File: src/rtl/seg_pkg.sv
// seg_pkg: seven-segment codes and bit order shared by the display scanner
package seg_pkg;
  typedef struct packed {
    logic dp, g, f, e, d, c, b, a;
  } seg_t;
  localparam logic [7:0] SEG_BLANK = 8'h00;
  localparam logic [7:0] SEG_0 = 8'h3F;
  localparam logic [7:0] SEG_1 = 8'h06;
  localparam logic [7:0] SEG_2 = 8'h5B;
  localparam logic [7:0] SEG_3 = 8'h4F;
  localparam logic [7:0] SEG_4 = 8'h66;
  localparam logic [7:0] SEG_5 = 8'h6D;
  localparam logic [7:0] SEG_6 = 8'h7D;
  localparam logic [7:0] SEG_7 = 8'h07;
  localparam logic [7:0] SEG_8 = 8'h7F;
  localparam logic [7:0] SEG_9 = 8'h6F;
  localparam logic [7:0] SEG_A = 8'h77;
  localparam logic [7:0] SEG_B = 8'h7C;
  localparam logic [7:0] SEG_C = 8'h39;
  localparam logic [7:0] SEG_D = 8'h5E;
  localparam logic [7:0] SEG_E = 8'h79;
  // code F is a dash: the hh-mm-ss separator
  localparam logic [7:0] SEG_F = 8'h40;
  localparam logic [7:0] SEG_LUT [16] = '{SEG_0, SEG_1, SEG_2, SEG_3, SEG_4, SEG_5, SEG_6, SEG_7,
                                          SEG_8, SEG_9, SEG_A, SEG_B, SEG_C, SEG_D, SEG_E, SEG_F};
endpackage

File: src/rtl/seg_hex_decode.sv
// seg_hex_decode: 4-bit digit code to {dp,g,f,e,d,c,b,a} segment pattern
module seg_hex_decode
  import seg_pkg::*;
(
  input  logic [3:0] code,
  output logic [7:0] seg
);
  assign seg = SEG_LUT[code];
endmodule

File: src/rtl/seg_scan_driver.sv
// seg_scan_driver: frame-snapshotted 2x4-digit seven-segment scanner with per-digit blink
module seg_scan_driver
  import seg_pkg::*;
#(
  parameter int SCAN_DIV  = 100_000,
  parameter int BLANK_CYC = 1_000,
  parameter int BLINK_DIV = 25_000_000
) (
  input  logic        clk,
  input  logic        rst,
  input  logic [31:0] data,
  input  logic [7:0]  blink_mask,
  output logic [7:0]  seg_data,
  output logic [7:0]  seg_data2,
  output logic [7:0]  seg_cs
);
  localparam int DW = $clog2(SCAN_DIV);
  localparam int BW = $clog2(BLINK_DIV);
  logic [DW-1:0] div_cnt;
  logic [BW-1:0] blink_cnt;
  logic [1:0]    idx;
  logic          blink_ph;
  logic [31:0]   snap;
  logic [7:0]    dec_hi, dec_lo;
  logic [3:0]    oh;
  logic          slot_end, blink_end;
  assign slot_end  = div_cnt == DW'(SCAN_DIV - 1);
  assign blink_end = blink_cnt == BW'(BLINK_DIV - 1);
  assign oh        = 4'b0001 << idx;
  seg_hex_decode u_dec_hi (.code(snap[{1'b1, idx, 2'b00} +: 4]), .seg(dec_hi));
  seg_hex_decode u_dec_lo (.code(snap[{1'b0, idx, 2'b00} +: 4]), .seg(dec_lo));
  // outputs are registered from the current counter state, so they lag it by one cycle
  always_ff @(posedge clk or negedge rst) begin
    if (!rst) begin
      div_cnt   <= '0;
      blink_cnt <= '0;
      idx       <= '0;
      blink_ph  <= 1'b0;
      snap      <= '0;
      seg_cs    <= '0;
      seg_data  <= SEG_BLANK;
      seg_data2 <= SEG_BLANK;
    end else begin
      div_cnt   <= slot_end ? '0 : div_cnt + 1'b1;
      blink_cnt <= blink_end ? '0 : blink_cnt + 1'b1;
      if (slot_end) idx <= idx + 1'b1;
      if (slot_end && idx == 2'd3) snap <= data;
      if (blink_end) blink_ph <= ~blink_ph;
      seg_cs    <= div_cnt < DW'(BLANK_CYC) ? '0 : {oh, oh};
      seg_data  <= blink_ph && blink_mask[{1'b1, idx}] ? SEG_BLANK : dec_hi;
      seg_data2 <= blink_ph && blink_mask[{1'b0, idx}] ? SEG_BLANK : dec_lo;
    end
  end
endmodule

File: config.mk
export PLATFORM = sky130hd
export DESIGN_NAME = seg_scan_driver
export DESIGN_NICKNAME = d
export VERILOG_FILES = /design/src/rtl/seg_pkg.sv /design/src/rtl/seg_hex_decode.sv /design/src/rtl/seg_scan_driver.sv
export SDC_FILE = /design/constraint.sdc
export NUM_CORES = 1
export LEC_CHECK = 0
export BUFFER_PORTS_ARGS = -buffer_cell sky130_fd_sc_hd__buf_2
export CORE_MARGIN = 2
export CORE_UTILIZATION = 41
export DETAILED_ROUTE_END_ITERATION = 12
export SLEW_MARGIN = 20
export SYNTH_ARGS = -nofsm -noshare
export SYNTH_HDL_FRONTEND = slang
export SYNTH_HIERARCHICAL = 1
export SYNTH_SLANG_ARGS = --single-unit
File: constraint.sdc
create_clock -name clk -period 2.9 [get_ports clk]
set_input_delay 0.58 -clock clk [delete_from_list [all_inputs] [get_ports clk]]
set_output_delay 0.58 -clock clk [all_outputs]
set_load 0.02 [all_outputs]
# ---- After elaboration in Yosys (flattened, before gate mapping)
# Memory sizes are Yosys's and may differ from the RTL's.
# Cells that the tools add are included.
dict set report word_totals {
  regBits 101
  mem_bits_ro 256
  inputBits 42
  out_inout_bits 24
  wordCells 43
  n_memories 2
}
# name words word_bits read_ports rd_clocked_by_memory_dff write_ports line_no
set memory_table {}
lappend memory_table {{(no name shown)} 16 8 1 0 0 seg_hex_decode.sv:8} ;# assign seg = SEG_LUT[code];
lappend memory_table {{(no name shown)} 16 8 1 0 0 seg_hex_decode.sv:8}
dict set report classes {
  add_sub_neg 3
  n_lt_le_gt_ge 5
  n_eq_ne 3
  n_shift 3
  muxes 13
  n_bitwise 3
  n_reduce_logical 3
}
# cell n
set ops {}
lappend ops {{$mux 8} 7}
lappend ops {{$shiftx 32x5->4} 1}
lappend ops {{$shiftx 32x6->4} 1}
lappend ops {{$add 25x1->25 const B} 1}
lappend ops {{$eq 25x25->1 const B} 1}
lappend ops {{$mux 25} 1}
lappend ops {{$add 17x1->17 const B} 1}
lappend ops {{$eq 17x17->1 const B} 1}
lappend ops {{$lt 17x10->1 const B} 1}
lappend ops {{$mux 17} 1}
lappend ops {{$ge 5x5->1 const B} 2}
lappend ops {{$not 4->5} 2}
lappend ops {{$bmux 1 s2} 2}
lappend ops {{$lt 2x4->1 const B} 1}
lappend ops {{$lt 3x4->1 const B} 1}
lappend ops {{$shl 1x2->4 const A} 1}
lappend ops {{$logic_and 1x1->1} 3}
lappend ops {{$add 2x1->2 const B} 1}
lappend ops {{$eq 2x2->1 const B} 1}
lappend ops {{$mux 1} 2}
lappend ops {{$not 1->1} 1}

# ---- Longest topological paths before layout
dict set report depth {
  word_depth 6
  depth_mapped 7
  ltp_nobuf 6
}

# ---- Hierarchy
# Netlist, hierarchy kept.
# module instances cells_each area_per_inst_um2 seq_area_each_um2
set by_module_without_submodules {}
lappend by_module_without_submodules {seg_scan_driver 1 345 4330.4 2427.3}
lappend by_module_without_submodules {{seg_hex_decode at u_dec_lo} 1 39 324.1 0.0}
lappend by_module_without_submodules {{seg_hex_decode at u_dec_hi} 1 38 317.8 0.0}

# ---- Least setup slack after synthesis
# OpenSTA, ideal clock, no wires.
dict set report synth_path {
  path_type {register to register}
  startpoint {register idx[0]}
  endpoint {register seg_data2[0]}
  setup_ps 119
  arrival_ps 2244
  required_ps 2781
  slack_ps 537
  stages_incl_launch_ff 7
  n_path_buf 1
  period_less_slack_ps 2363
  cell_sequence {dfrtp_1 buf_2 mux4_2 ha_1 or2_0 mux4_2 and2_1}
}
dict set report synth_between {
  elab_chain_cells 6
}
# item line_no
set synth_rtl {}
lappend synth_rtl {{start, declared} seg_scan_driver.sv:21} ;# logic [1:0] idx;
lappend synth_rtl {{start signal, assigned} seg_scan_driver.sv:46} ;# if (slot_end) idx <= idx + 1'b1;
lappend synth_rtl {{$shiftx 32x5->4} seg_scan_driver.sv:31} ;# seg_hex_decode u_dec_lo (.code(snap[{1'b0, idx, 2'b00} +: 4]), .seg(dec_lo));
lappend synth_rtl {{$not 4->5 (not written as such)} seg_hex_decode.sv:8}
lappend synth_rtl {{$mem_v2 16x8} --}
lappend synth_rtl {{$mux 8 (not written as such) (2 in a row)} seg_hex_decode.sv:8}
lappend synth_rtl {{via dec_lo[0]} seg_scan_driver.sv:24} ;# logic [7:0] dec_hi, dec_lo;
lappend synth_rtl {{$mux 8} seg_scan_driver.sv:51} ;# seg_data2 <= blink_ph && blink_mask[{1'b0, idx}] ? SEG_BLANK : dec_lo;
lappend synth_rtl {{end signal, assigned} seg_scan_driver.sv:51}
lappend synth_rtl {{end, declared} seg_scan_driver.sv:14} ;# output logic [7:0] seg_data2,
# The timed path passes the listed nets, and every way through them passes these cells. The select of a mux whose other input is x is not followed.
# A chain may end at the register's enable or synchronous reset.

# ---- Worst setup path after layout
dict set report layout_path {
  startpoint {register idx[0]}
  endpoint {register seg_data[0]}
}
dict set report layout_between {
  elab_chain_cells 6
}
# item line_no
set layout_rtl {}
lappend layout_rtl {{$shiftx 32x6->4} seg_scan_driver.sv:30} ;# seg_hex_decode u_dec_hi (.code(snap[{1'b1, idx, 2'b00} +: 4]), .seg(dec_hi));
lappend layout_rtl {{$not 4->5 (not written as such)} seg_hex_decode.sv:8}
lappend layout_rtl {{$mem_v2 16x8} --}
lappend layout_rtl {{$mux 8 (not written as such) (2 in a row)} seg_hex_decode.sv:8}
lappend layout_rtl {{via dec_hi[0]} seg_scan_driver.sv:24}
lappend layout_rtl {{$mux 8} seg_scan_driver.sv:50} ;# seg_data <= blink_ph && blink_mask[{1'b1, idx}] ? SEG_BLANK : dec_hi;
lappend layout_rtl {{end signal, assigned} seg_scan_driver.sv:50}
lappend layout_rtl {{end, declared} seg_scan_driver.sv:13} ;# output logic [7:0] seg_data,
# The timed path passes the listed nets, and every way through them passes these cells. The select of a mux whose other input is x is not followed.

==> flow_metrics.py <==
metrics = {
    "placed_design": {
        "io_buffers": 65,
        "dp_slack_ns": 0.458,
        "gp_congestion": 0.867,
        "hpwl_um": 7120,
    },
    "logic_synthesis": {
        "synth_top_area_share_pct": 48.8,
        "yosysWarnings": 6,
        "synthTopCellsByArea": "dfrtp_1 49%, mux2_2 7.7%, mux4_2 6.3%, ha_1 5.0%, and2_1 2.9%",
        "yosysTopAreaCell": "dfrtp_1",
        "ys_seq_area_share_pct": 48.8,
        "async_flop_share_pct": 100,
        "syn_area_um2": 4970,
        "yosys_most_used_dff": "dfrtp_1",
        "ys_seq_elements": 97,
        "synthCells": 422,
        "synth-edff-count": 0,
        "avgSynthCellArea_um2": 11.8,
        "synth.distinct_cells": 54,
        "synth_fp_nets": 484,
    },
    "critical_path": {
        "rr_worst_depth": 5,
        "crit_family": "multiplexers",
        "crit_buf_inv": 0,
        "cp.arrival_ns": 2.66,
        "r2r_end": "seg_data[0]",
        "crit_path_max_incr_delay_ns": 0.65,
        "path_class": "register to register",
        "path_common_cell": "mux4_2",
        "cp_max_fo": 8,
        "startpoint_type": "register",
        "worstPathCellList": "mux4_2, ha_1, or2_1, mux4_2, and2_1",
        "ff2ff_setup_slack_ns": 0.48,
        "path_depth": 5,
        "cp-end-kind": "register",
        "worstPathRequired_ns": 3.13,
        "cp-startpoint": "idx[0]",
        "worst_r2r_startpoint": "idx[0]",
        "crit_slowest_cell": "dfrtp_1",
    },
    "route": {
        "routed_via_density": 5.19,
        "first_pass_iters": 4,
        "drc": 0,
        "met3_length_um": 419,
        "wl_met2_um": 4410,
        "wl_met1_um": 4650,
        "drt-initial-drc-count": 167,
        "routed.top_layer": "met5",
        "via_count": 3311,
        "ant_nets": 0,
        "wire_per_inst_um": 15.1,
        "routed_wl_um": 9670,
    },
    "clock_network": {
        "ctsHoldBuffers": 0,
        "htreeDepth": 3,
        "cts-resized-gates": 0,
        "clock_latency_ns": 0.35,
        "post_cts_buffers": 0,
        "cts_tree": "done",
        "cts_buffers": 9,
        "ctsLongestPathBuffers": 2,
        "numClockSinks": 97,
        "clockRootBuffer": "clkbuf_16",
        "clk_pin_slew_ns": 0.06,
    },
    "die": {
        "start_util_pct": 41.7,
        "dieArea_um2": 13000,
        "rows": 40,
        "io_pins": 66,
        "core_area_um2": 11900,
        "dieWidth_um": 114,
        "chipHeight_um": 114,
    },
    "outcome": {
        "outcome": "finished clean",
    },
    "hold_path": {
        "worstHoldPathType": "input pin to asynchronous set/reset pin",
    },
    "timing": {
        "grt_setup_unrepaired": "no",
        "fin_skew_ns": 0.00684,
        "finalCriticalPeriod_ns": 2.42,
        "setup_violations": 0,
        "finalCritPeriodShare_pct": 83.5,
        "worst_pin_slew_ns": 0.880,
        "finalWorstSetupSlack_ns": 0.477,
        "fmax_mhz": 413,
        "drv_slew": 0,
        "slew_headroom_pct": 41.3,
        "fin_tns_setup_ns": 0,
        "hold_violations": 0,
    },
    "power_and_ir_drop": {
        "power_w": 0.00253,
        "p_per_area_nw_per_um2": 444,
        "leakagePower_nw": 2.61,
        "vdd_drop_max_mv": 0.319,
    },
    "finish": {
        "fin_util_pct": 47.8,
        "final_nets": 547,
        "final_cell_mix": "97 x dfrtp_1, 64 x buf_2, 34 x mux2_2",
        "drive_gt1_share_pct": 30.0,
        "area_growth_pct": 14.4,
        "final_common_cell": "dfrtp_1",
        "n_fill_cell": 1069,
    },
    "grt": {
        "grt_max_degree": 71,
        "grt_pass1_wl_um": 16400,
        "grt.overflow.total": 0,
        "grt_usage_pct": 16.2,
        "antenna_found_initial": 2,
        "grt_pass1_vias": 3393,
    },
    "run": {
        "drv_cap": 0,
    },
}
==> cells by family (layout without fill, tap and decap cells) <==
logic type      count (synthesis)  after routing  synth area share [%]
compound gates                 34             34                  4.45
xor+xnor                       28             28                  4.93
fa+ha+maj                      20             20                  5.03
buf+inv                        42            110                  4.45
flops                          97             97                  48.8
mux                            51             51                  14.7
other cells                     2              3                 0.151
simple gates                  148            148                  17.5
==> state kept, by name, indices dropped and copies added (netlist names) <==
signal	flops
blink_cnt	25
idx	2
seg_cs	4
div_cnt	17
seg_data	8
blink_ph	1
snap	32
seg_data2	8
==> per-stage QoR <==
step	hold WS (ns)	area [µm²]	instances
floorplan	0.284	4970	422
global placement	0.463	5410	621
detailed placement	0.484	5410	621
CTS	0.388	5690	637
global route	0.442	5690	637
finish	0.363	5690	638
==> synth_stat cells (all sizes together), types with 3 or more instances <==
cell type	number
a21oi	11
and2	24
and3	3
and4	4
buf	20
dfrtp	97
ha	20
inv	21
mux2	35
mux4	14
nand2	18
nand2b	3
nand3	20
nand3b	3
nand4	12
nor2	18
nor2b	5
nor3	14
nor4	5
o21ai	6
o31ai	7
or3	5
or4	5
xnor2	14
xor2	14
==> worst max path at each step <==
stage / endpoint / slack, ns
floorplan: seg_data2[0] / 0.54
global placement: seg_data[0] / 0.48
detailed placement: seg_data[0] / 0.46
CTS: seg_data[0] / 0.45
global route: seg_data2[0] / 0.32
finish: seg_data[0] / 0.48
==> final cells by class <==
class / instances / area (µm²) / area share [%]
Antenna cell: 1 / 2.50 / 0.0440
Clock buffer: 13 / 260 / 4.58
Clock inverter: 3 / 15.0 / 0.264
Inverter: 21 / 81.3 / 1.43
Multi-Input combinational cell: 283 / 2330 / 41.0
Sequential cell: 97 / 2430 / 42.7
Tap cell: 147 / 184 / 3.23
Timing Repair Buffer: 73 / 388 / 6.82
==> routing by layer <==
metal  track usage [%]  up-vias
li1                  -     1617
met1              21.7     1614
met5                 0        -
met2              24.8       65
met4              5.28        2
met3              5.51       13
==> power breakdown <==
part	leakage, nW	internal [W]	total (W)	switching, W
clock	0.139	0.000624	0.00111	0.000484
sequential	1.26	0.00135	0.00135	0.000000308
combinational	1.21	0.0000251	0.0000646	0.0000395
No activity file was read; power rests on OpenSTA's default activity.
